[config.mk]
export PLATFORM = sky130hd
export DESIGN_NAME = wb_burst_seq
export DESIGN_NICKNAME = d
export VERILOG_FILES = /design/src/rtl/wb_burst_seq.sv
export SDC_FILE = /design/constraint.sdc
export NUM_CORES = 1
export LEC_CHECK = 0
export BUFFER_PORTS_ARGS = -buffer_cell sky130_fd_sc_hd__buf_2
export CORE_UTILIZATION = 30
export DETAILED_ROUTE_END_ITERATION = 8
export GPL_TIMING_DRIVEN = 0
export MAX_ROUTING_LAYER = met4
export PLACE_DENSITY = 0.67
export SLEW_MARGIN = 25
export SYNTH_ARGS = -nofsm -noshare
export SYNTH_HDL_FRONTEND = slang
export SYNTH_SLANG_ARGS = --single-unit
export TNS_END_PERCENT = 100
[constraint.sdc]
create_clock -name clk -period 2.1 [get_ports clk]
set_input_delay 0.42 -clock clk [delete_from_list [all_inputs] [get_ports clk]]
set_output_delay 0.42 -clock clk [all_outputs]
set_load 0.005 [all_outputs]
[src/rtl/wb_burst_seq.sv]
// wb_burst_seq -- four-requester Wishbone burst sequencer.
//
// Arbitrates round-robin between four Wishbone requesters, loads the
// granted requester's start address / cycle type / burst type into an
// external address generator (init_o, then one settling cycle), and then
// acknowledges one beat per cycle in which memory is ready and the granted
// requester strobes. A burst ends on a beat carrying the generator's last-beat
// flag or a classic/end-of-burst cycle type; dropping cyc aborts it.
//
// Build option: define BURST_SEQ_TIMEOUT_EN to abort XFER after TO_CYCLES
// consecutive beat-less cycles (err_o pulses). Undefined: err_o is tied 0.
//
// Ports:
//   clk, rst          clock, asynchronous active-low reset
//   cyc_i, stb_i      per-requester Wishbone cycle / strobe (bit k = req k)
//   adr_i/cti_i/bte_i packed per-requester start address / cycle / burst type
//   ack_o             per-requester beat acknowledge
//   adr_o/cti_o/bte_o granted requester's fields to the address generator
//   init_o, inc_o     generator load strobe / per-beat advance strobe
//   done_i            generator last-beat flag (used in XFER)
//   mem_rdy_i         memory can complete a beat this cycle
//   gnt_o, busy_o     granted requester index / sequencer not idle
//   err_o             timeout pulse
//
// state | meaning
// IDLE  | waiting for a request; arbitration happens here
// INIT  | init_o pulse, generator loads the granted fields
// LOAD  | generator's delayed load settles, no acknowledge yet
// XFER  | beats acknowledged while mem_rdy_i and granted stb/cyc are high
module wb_burst_seq #(
  parameter logic [7:0] TO_CYCLES = 8'd255
) (
  input  logic        clk,
  input  logic        rst,
  input  logic [3:0]  cyc_i,
  input  logic [3:0]  stb_i,
  input  logic [15:0] adr_i,
  input  logic [11:0] cti_i,
  input  logic [7:0]  bte_i,
  output logic [3:0]  ack_o,
  output logic [3:0]  adr_o,
  output logic [2:0]  cti_o,
  output logic [1:0]  bte_o,
  output logic        init_o,
  output logic        inc_o,
  input  logic        done_i,
  input  logic        mem_rdy_i,
  output logic [1:0]  gnt_o,
  output logic        busy_o,
  output logic        err_o
);

  typedef enum logic [1:0] {IDLE, INIT, LOAD, XFER} state_t;

  state_t     state, state_nx;
  logic [1:0] last_gnt;
  logic [1:0] winner;
  logic       any_req;
  logic       beat;
  logic       burst_end;
  logic       lg_upd;
  logic       timeout;
  logic [3:0] req;

  assign req = cyc_i & stb_i;

  // Round-robin: try last_gnt+1, +2, +3 and finally last_gnt itself.
  always_comb begin
    winner  = 2'd0;
    any_req = 1'b0;
    for (int i = 1; i <= 4; i++) begin
      if (!any_req && req[2'(last_gnt + 2'(i))]) begin
        winner  = 2'(last_gnt + 2'(i));
        any_req = 1'b1;
      end
    end
  end

  always_comb begin
    adr_o = adr_i[3:0];
    cti_o = cti_i[2:0];
    bte_o = bte_i[1:0];
    case (gnt_o)
      2'd1: begin adr_o = adr_i[7:4];   cti_o = cti_i[5:3];  bte_o = bte_i[3:2]; end
      2'd2: begin adr_o = adr_i[11:8];  cti_o = cti_i[8:6];  bte_o = bte_i[5:4]; end
      2'd3: begin adr_o = adr_i[15:12]; cti_o = cti_i[11:9]; bte_o = bte_i[7:6]; end
      default: ;
    endcase
  end

  assign beat      = (state == XFER) && mem_rdy_i && stb_i[gnt_o] && cyc_i[gnt_o];
  assign burst_end = done_i || (cti_o == 3'b111) || (cti_o == 3'b000);

`ifdef BURST_SEQ_TIMEOUT_EN
  logic [7:0] to_cnt;

  // Beat-less XFER cycles; cleared outside XFER so it starts at 0 on entry.
  assign timeout = (state == XFER) && !beat && (to_cnt >= TO_CYCLES);

  always_ff @(posedge clk or negedge rst) begin
    if (!rst)
      to_cnt <= 8'd0;
    else if ((state == XFER) && !beat && !timeout)
      to_cnt <= to_cnt + 8'd1;
    else
      to_cnt <= 8'd0;
  end
`else
  logic unused_to_cycles;
  assign unused_to_cycles = ^TO_CYCLES;
  assign timeout = 1'b0;
`endif

  always_comb begin
    state_nx = state;
    lg_upd   = 1'b0;
    init_o   = 1'b0;
    case (state)
      IDLE: if (any_req) state_nx = INIT;
      INIT: begin
        init_o = 1'b1;
        if (!cyc_i[gnt_o]) begin state_nx = IDLE; lg_upd = 1'b1; end
        else                    state_nx = LOAD;
      end
      LOAD: begin
        if (!cyc_i[gnt_o]) begin state_nx = IDLE; lg_upd = 1'b1; end
        else                    state_nx = XFER;
      end
      XFER: begin
        if (!cyc_i[gnt_o] || (beat && burst_end) || timeout) begin
          state_nx = IDLE;
          lg_upd   = 1'b1;
        end
      end
      default: state_nx = IDLE;
    endcase
  end

  assign ack_o  = beat ? (4'b0001 << gnt_o) : 4'b0000;
  assign inc_o  = beat;
  assign busy_o = (state != IDLE);
  assign err_o  = timeout;

  always_ff @(posedge clk or negedge rst) begin
    if (!rst) begin
      state    <= IDLE;
      gnt_o    <= 2'd0;
      last_gnt <= 2'd3;
    end else begin
      state <= state_nx;
      if ((state == IDLE) && any_req) gnt_o <= winner;
      if (lg_upd) last_gnt <= gnt_o;
    end
  end

endmodule

==> flow_metrics.tcl, run 1 <==
set metrics [dict create \
    diodes 0 \
    die_h_um 53.5 \
    stdcell_area_um2 1340 \
    clock_sinks 6 \
    synth_top_area_frac 0.311 \
    rsz0062_at_grt "true" \
    critPathSlowestCell "mux4_2" \
    worstSetupEndpointType "register" \
    yosysUniqueCellTypes 34 \
    drive_above_1_share 0.711 \
    slew_viol_final 0 \
    critPathMaxStageDelay_ns 0.55 \
    critPathMaxFanout 5 \
    wl_um 2330 \
    dpl.hpwl_um 1910 \
    synth_compound_area_frac 0.173 \
    synth-simple-area-share 0.165 \
    violations "negative setup slack" \
    cts-root-buf "clkbuf_4" \
    critPathRequiredTime_ns 2.26 \
    dr.pass1.iters 3 \
    port_buffers 65 \
    grt_pass1_wl_um 3620 \
    drc 0 \
    synth_warnings 0 \
    final_common_cell "buf_2" \
    cpMostUsedCell "buf_6" \
    cp_cell_sequence "buf_6 > mux4_2 > buf_6 > and3_4 > o31ai_4 > o32ai_4 > mux2_4" \
    grt_pass1_vias 886 \
    dr_total_vias 905 \
    clkTransAtPathRegs_ns 0.05 \
    min_period_ns 2.21 \
    p_leak_nw 0.647 \
    antenna_found_initial 0 \
    dp_slack_ns -0.0875 \
    synth_edf_count 0 \
    synth-seq-area-share 0.192 \
    skew_ns 0.00439 \
    boundaryPins 67 \
    p_per_area_nw_per_um2 1090 \
    synthArstFlopShare 1.00 \
    hold_path_class "in -> async" \
    clock_path_buffers 2 \
    max_freq_ghz 0.452 \
    netlist_area_um2 797 \
    syn_avg_cell_area_um2 10.6 \
    power.total_mw 1.45 \
    gp_congestion 0.731 \
    outcome "complete, but fails checks" \
    whs_ns 0.522 \
    setup_viol 4 \
    place_area_um2 1160 \
    cap_violations 0 \
    synthMuxAreaShare 0.339 \
    htree_levels 1 \
    row_count 18 \
    gr-usage-all-layers 0.179 \
    wl_per_cell_um 12.8 \
    initial_core_util 0.319 \
    ys_ff_latch 6 \
    synthAdderAreaFrac 0.0628 \
    clk-insertion-delay-late_ns 0.24 \
    ir_worst_vdd_mv 0.798 \
    fin_crit_sh 1.05 \
    coreArea_um2 2500 \
    synth.net_count 127 \
    dieWidth_um 53.5 \
    place_inst 170 \
    avgViaCountPerCell 4.97 \
    instances_no_fill 182 \
    ant_nets 0 \
    syn_to_final_growth_pct 67.7 \
    dominantRegCellSynth "dfrtp_1" \
    finalHoldViolCount 0 \
    cts_tree "yes" \
    crit_family "multiplexers" \
    synth_top_family_by_area "multiplexers" \
    worst-setup-path-type "reg -> reg" \
    synth_xor_xnor_area_share 0 \
    cp_num_buf_inv 2 \
    crit_path_start_kind "register" \
    synthCells 75 \
    final_cell_mix "64 x buf_2, 11 x mux4_2, 8 x nand2_1, 8 x buf_4, 5 x buf_6" \
    gr-total-overflow 0 \
    cts_made_buffers 3 \
    nNetsFinal 206 \
    synth_top_area_cell "mux4_2" \
    fin_ws_ns -0.114 \
    ys_top_cells_by_area "mux4_2 31%, dfrtp_1 13%, dfstp_2 6.6%, ha_1 6.3%, nand2_1 4.7%" \
    grt_max_degree 11 \
    cp.arrival_ns 2.37 \
    drt_first_iter_violations 7 \
    dieArea_um2 2870 \
]
==> report_power, final <==
| part | leakage, nW | switching, mW | internal, mW |
|---|---|---|---|
| logic | 0.563 | 0.479 | 0.618 |
| registers | 0.0701 | 0.0660 | 0.187 |
| clock network | 0.0138 | 0.0380 | 0.0644 |
==> per-stage QoR <==
step            util  setup TNS, ns
6_report       0.535         -0.379
3_5_place_dp   0.464         -0.472
2_1_floorplan      -              0
4_1_cts        0.509          -1.12
5_1_grt        0.535          -1.13
3_3_place_gp   0.464         -0.268
==> sequential cells by signal, indices dropped and copies added, names as in the netlist <==
name and flops:
last_gnt 2, gnt_o 2, state 2
==> layout make-up <==
| cell class | count | area (um^2) |
|---|---|---|
| repair buffers | 76 | 434 |
| well taps | 30 | 37.5 |
| fillers | 239 | 1160 |
| inverters | 4 | 15.0 |
| clock buffers | 3 | 22.5 |
| plain buffers | 4 | 32.5 |
| flip-flops and latches | 6 | 154 |
| multi-input cells | 59 | 641 |
==> worst reg2reg max path: cells and delay by family, from the launching register on <==
family | cells | cell delay [ns]
AO/OA/AOI/OAI | 2 | 0.39
buffers and inverters | 2 | 0.28
flip-flops | 1 | 0.42
multiplexers | 2 | 0.87
AND/OR/NAND/NOR | 1 | 0.17
==> cell families (layout without fill, tap and decap cells) <==
kind of cell,Yosys count,after routing
other,1,1
AO/OA/AOI/OAI,17,17
AND/OR/NAND/NOR,24,24
multiplexers,13,13
flip-flops,6,6
adder cells (fa/ha/maj),4,4
buffers and inverters,10,87
==> timing repair <==
item                                    CTS  global route
hold endpoints to repair                  4             0
buffers inserted                          7             3
endpoints found under the setup margin   12            14
hold buffers                              1             0
pin swaps                                 4             3
gates resized for setup                   9            14
==> layer usage <==
layer / wire length, um / share of wire / vias up / global-route usage
met4: 0 / 0 / 0 / 0.0395
li1: - / - / 446 / -
met2: 1310 / 0.56 / 29 / 0.358
met5: 0 / 0 / - / -
met3: 124 / 0.053 / 0 / 0.0226
met1: 901 / 0.39 / 430 / 0.180
==> cells in the mapped netlist (2+ instances only) <==
library cell  count
and4_1            2
a21oi_1           3
nand2_1          10
mux2_1            2
nor2_1            3
ha_1              4
o21ai_0           4
nand3_1           2
dfrtp_1           4
mux4_2           11
dfstp_2           2
buf_2             2
inv_1             4
nor3b_1           2
==> final timing paths <==
kind	startpoint	to	slack, ns	cells after the start
max	gnt_o[0]$_DFFE_PN0P_	last_gnt[1]$_DFFE_PN1P_	-0.11	7
min	rst	state[1]$_DFFE_PN0P_	0.52	2
max reg2reg	gnt_o[0]$_DFFE_PN0P_	last_gnt[1]$_DFFE_PN1P_	-0.11	7
min reg2reg	state[0]$_DFFE_PN0P_	state[0]$_DFFE_PN0P_	0.61	1
max in group asynchronous	rst	last_gnt[1]$_DFFE_PN1P_	1.36	2
min in group clk	state[0]$_DFFE_PN0P_	state[0]$_DFFE_PN0P_	0.61	1
Power figures use the tool's default switching activity.
==> run 2, diff against run 1 <==
- CELL_PAD_IN_SITES_DETAIL_PLACEMENT: unset -> 0
- CELL_PAD_IN_SITES_GLOBAL_PLACEMENT: unset -> 2
- CORE_MARGIN: unset -> 4
- CORE_UTILIZATION: 30 -> 18
- PLACE_DENSITY: 0.67 -> 0.74
==> run 2 against run 1 <==
Net effect: the flow still finishes with violations (negative setup slack); count of clock-buffer cells in the layout unchanged; clock power is 74% higher; combinational power is 4% lower; wire length increased by 17%; design area increased by 0.75%; highest routed layer is now met4; largest power group unchanged; non-clock buffer count shrank 3.
==> flow_metrics.tcl, run 2 (synthesis results as in run 1) <==
set metrics [dict create \
    outcome "complete, but fails checks" \
    violations "negative setup slack" \
    clkTransAtPathRegs_ns 0.04 \
    p_leak_nw 0.637 \
    boundaryPins 67 \
    worst-setup-path-type "reg -> reg" \
    gp_congestion 0.766 \
    nNetsFinal 203 \
    nFillCells 445 \
    wl_um 2740 \
    dpl.hpwl_um 2320 \
    critPathMaxFanout 4 \
    clock_path_buffers 2 \
    dr.pass1.iters 4 \
    cp.arrival_ns 2.30 \
    grt_max_degree 11 \
    dieArea_um2 5560 \
    clk-insertion-delay-late_ns 0.23 \
    final_util 0.325 \
    fin_tns_setup_ns -0.231 \
    die_h_um 74.5 \
    ir_worst_vdd_mv 0.517 \
    ant_nets 0 \
    syn_to_final_growth_pct 68.9 \
    skew_ns 0.00608 \
    reg.largest.list "gnt_o x2, last_gnt x2, state x2" \
    cts_made_buffers 3 \
    power.total_mw 1.48 \
    drc 0 \
    gr-usage-all-layers 0.103 \
    avgViaCountPerCell 4.63 \
    cap_violations 0 \
    intPower_mw 0.886 \
    instances_no_fill 199 \
    diodes 0 \
    grt_pass1_vias 971 \
    p_clk_frac 0.120 \
    htree_levels 1 \
    dieWidth_um 74.5 \
    wl_per_cell_um 13.8 \
    final_common_cell "buf_2" \
    critPathRequiredTime_ns 2.24 \
    row_count 23 \
    finalHoldViolCount 0 \
    initial_core_util 0.192 \
    rsz0062_at_grt "true" \
    port_buffers 65 \
    drt_first_iter_violations 13 \
    slew_viol_final 0 \
    place_area_um2 1180 \
    final_cell_mix "66 x buf_2, 11 x mux4_2, 9 x nand2_1" \
    max_freq_ghz 0.464 \
    gr-total-overflow 0 \
    swShare 0.401 \
    cts_tree "yes" \
    fin_ws_ns -0.0572 \
    dr_total_vias 921 \
    place_inst 190 \
    whs_ns 0.0133 \
    coreArea_um2 4140 \
    p_sw_mw 0.592 \
    grt_pass1_wl_um 4200 \
    cts-root-buf "clkbuf_8" \
    antenna_found_initial 0 \
    setup_viol 6 \
    dp_slack_ns -0.0971 \
    crit_path_start_kind "register" \
    worstSetupEndpointType "register" \
    fin_crit_sh 1.03 \
    hold_path_class "in -> async" \
    p_seq_frac 0.160 \
    p_per_area_nw_per_um2 1100 \
    clock_sinks 6 \
    stdcell_area_um2 1350 \
    ctsHoldBuffers 0 \
    combPwrFrac 0.720 \
    drive_above_1_share 0.711 \
    min_period_ns 2.16 \
]
[run 2: changes by cell type in the layout (fill, tap and decap cells not counted), sizes merged]
cell,change
buf,-1
clkbuf,-1
dlygate4sd3,-1
[run 2: area by class of cell]
| cell class | instances | area, um^2 | area share |
|---|---|---|---|
| multi-input cells | 59 | 643 | 0.478 |
| repair buffers | 72 | 388 | 0.288 |
| flip-flops and latches | 6 | 153 | 0.113 |
| well taps | 50 | 62.6 | 0.0465 |
| plain buffers | 5 | 43.8 | 0.0325 |
| clock buffers | 3 | 41.3 | 0.0307 |
| inverters | 4 | 15.0 | 0.0112 |
[run 2: critical path, cell delays in order, from the launching register on]
cell and delay, ns:
dfrtp_1 0.35, buf_6 0.12, buf_6 0.11, mux4_2 0.55, nor3_4 0.24, o31ai_4 0.09
o32ai_2 0.26, mux2_1 0.35
[run 2: path summary, 6_finish.rpt]
path,slack [ns],cells past startpoint,endpoint,startpoint
setup / recovery,-0.06,7,last_gnt[0]$_DFFE_PN1P_,gnt_o[0]$_DFFE_PN0P_
hold / removal,0.01,1,gnt_o[0]$_DFFE_PN0P_,rst
setup reg to reg,-0.06,7,last_gnt[0]$_DFFE_PN1P_,gnt_o[0]$_DFFE_PN0P_
hold reg to reg,0.60,1,state[0]$_DFFE_PN0P_,state[0]$_DFFE_PN0P_
max in group asynchronous,1.86,1,last_gnt[0]$_DFFE_PN1P_,rst
min in group clk,0.60,1,state[0]$_DFFE_PN0P_,state[0]$_DFFE_PN0P_
[run 2: per-layer routing]
layer | global-route usage | part of all wire
met1 | 0.109 | 0.37
met2 | 0.185 | 0.51
met3 | 0.0203 | 0.094
met4 | 0.0415 | 0.027
met5 | - | 0
[run 2: power groups by stage]
stage          clock network [mW]  registers, mW  logic [mW]
6_report                    0.177          0.236        1.06
2_1_floorplan                   0          0.227       0.618
3_5_place_dp                    0          0.235       0.915
5_1_grt                     0.188          0.245        1.18
4_1_cts                     0.181          0.234       0.996
3_3_place_gp                    0          0.234       0.893
[run 2: timing repair]
action,CTS,global route
gates resized for setup,8,12
hold endpoints to repair,0,0
endpoints found under the setup margin,12,11
buffers inserted,4,3
pin swaps,3,4
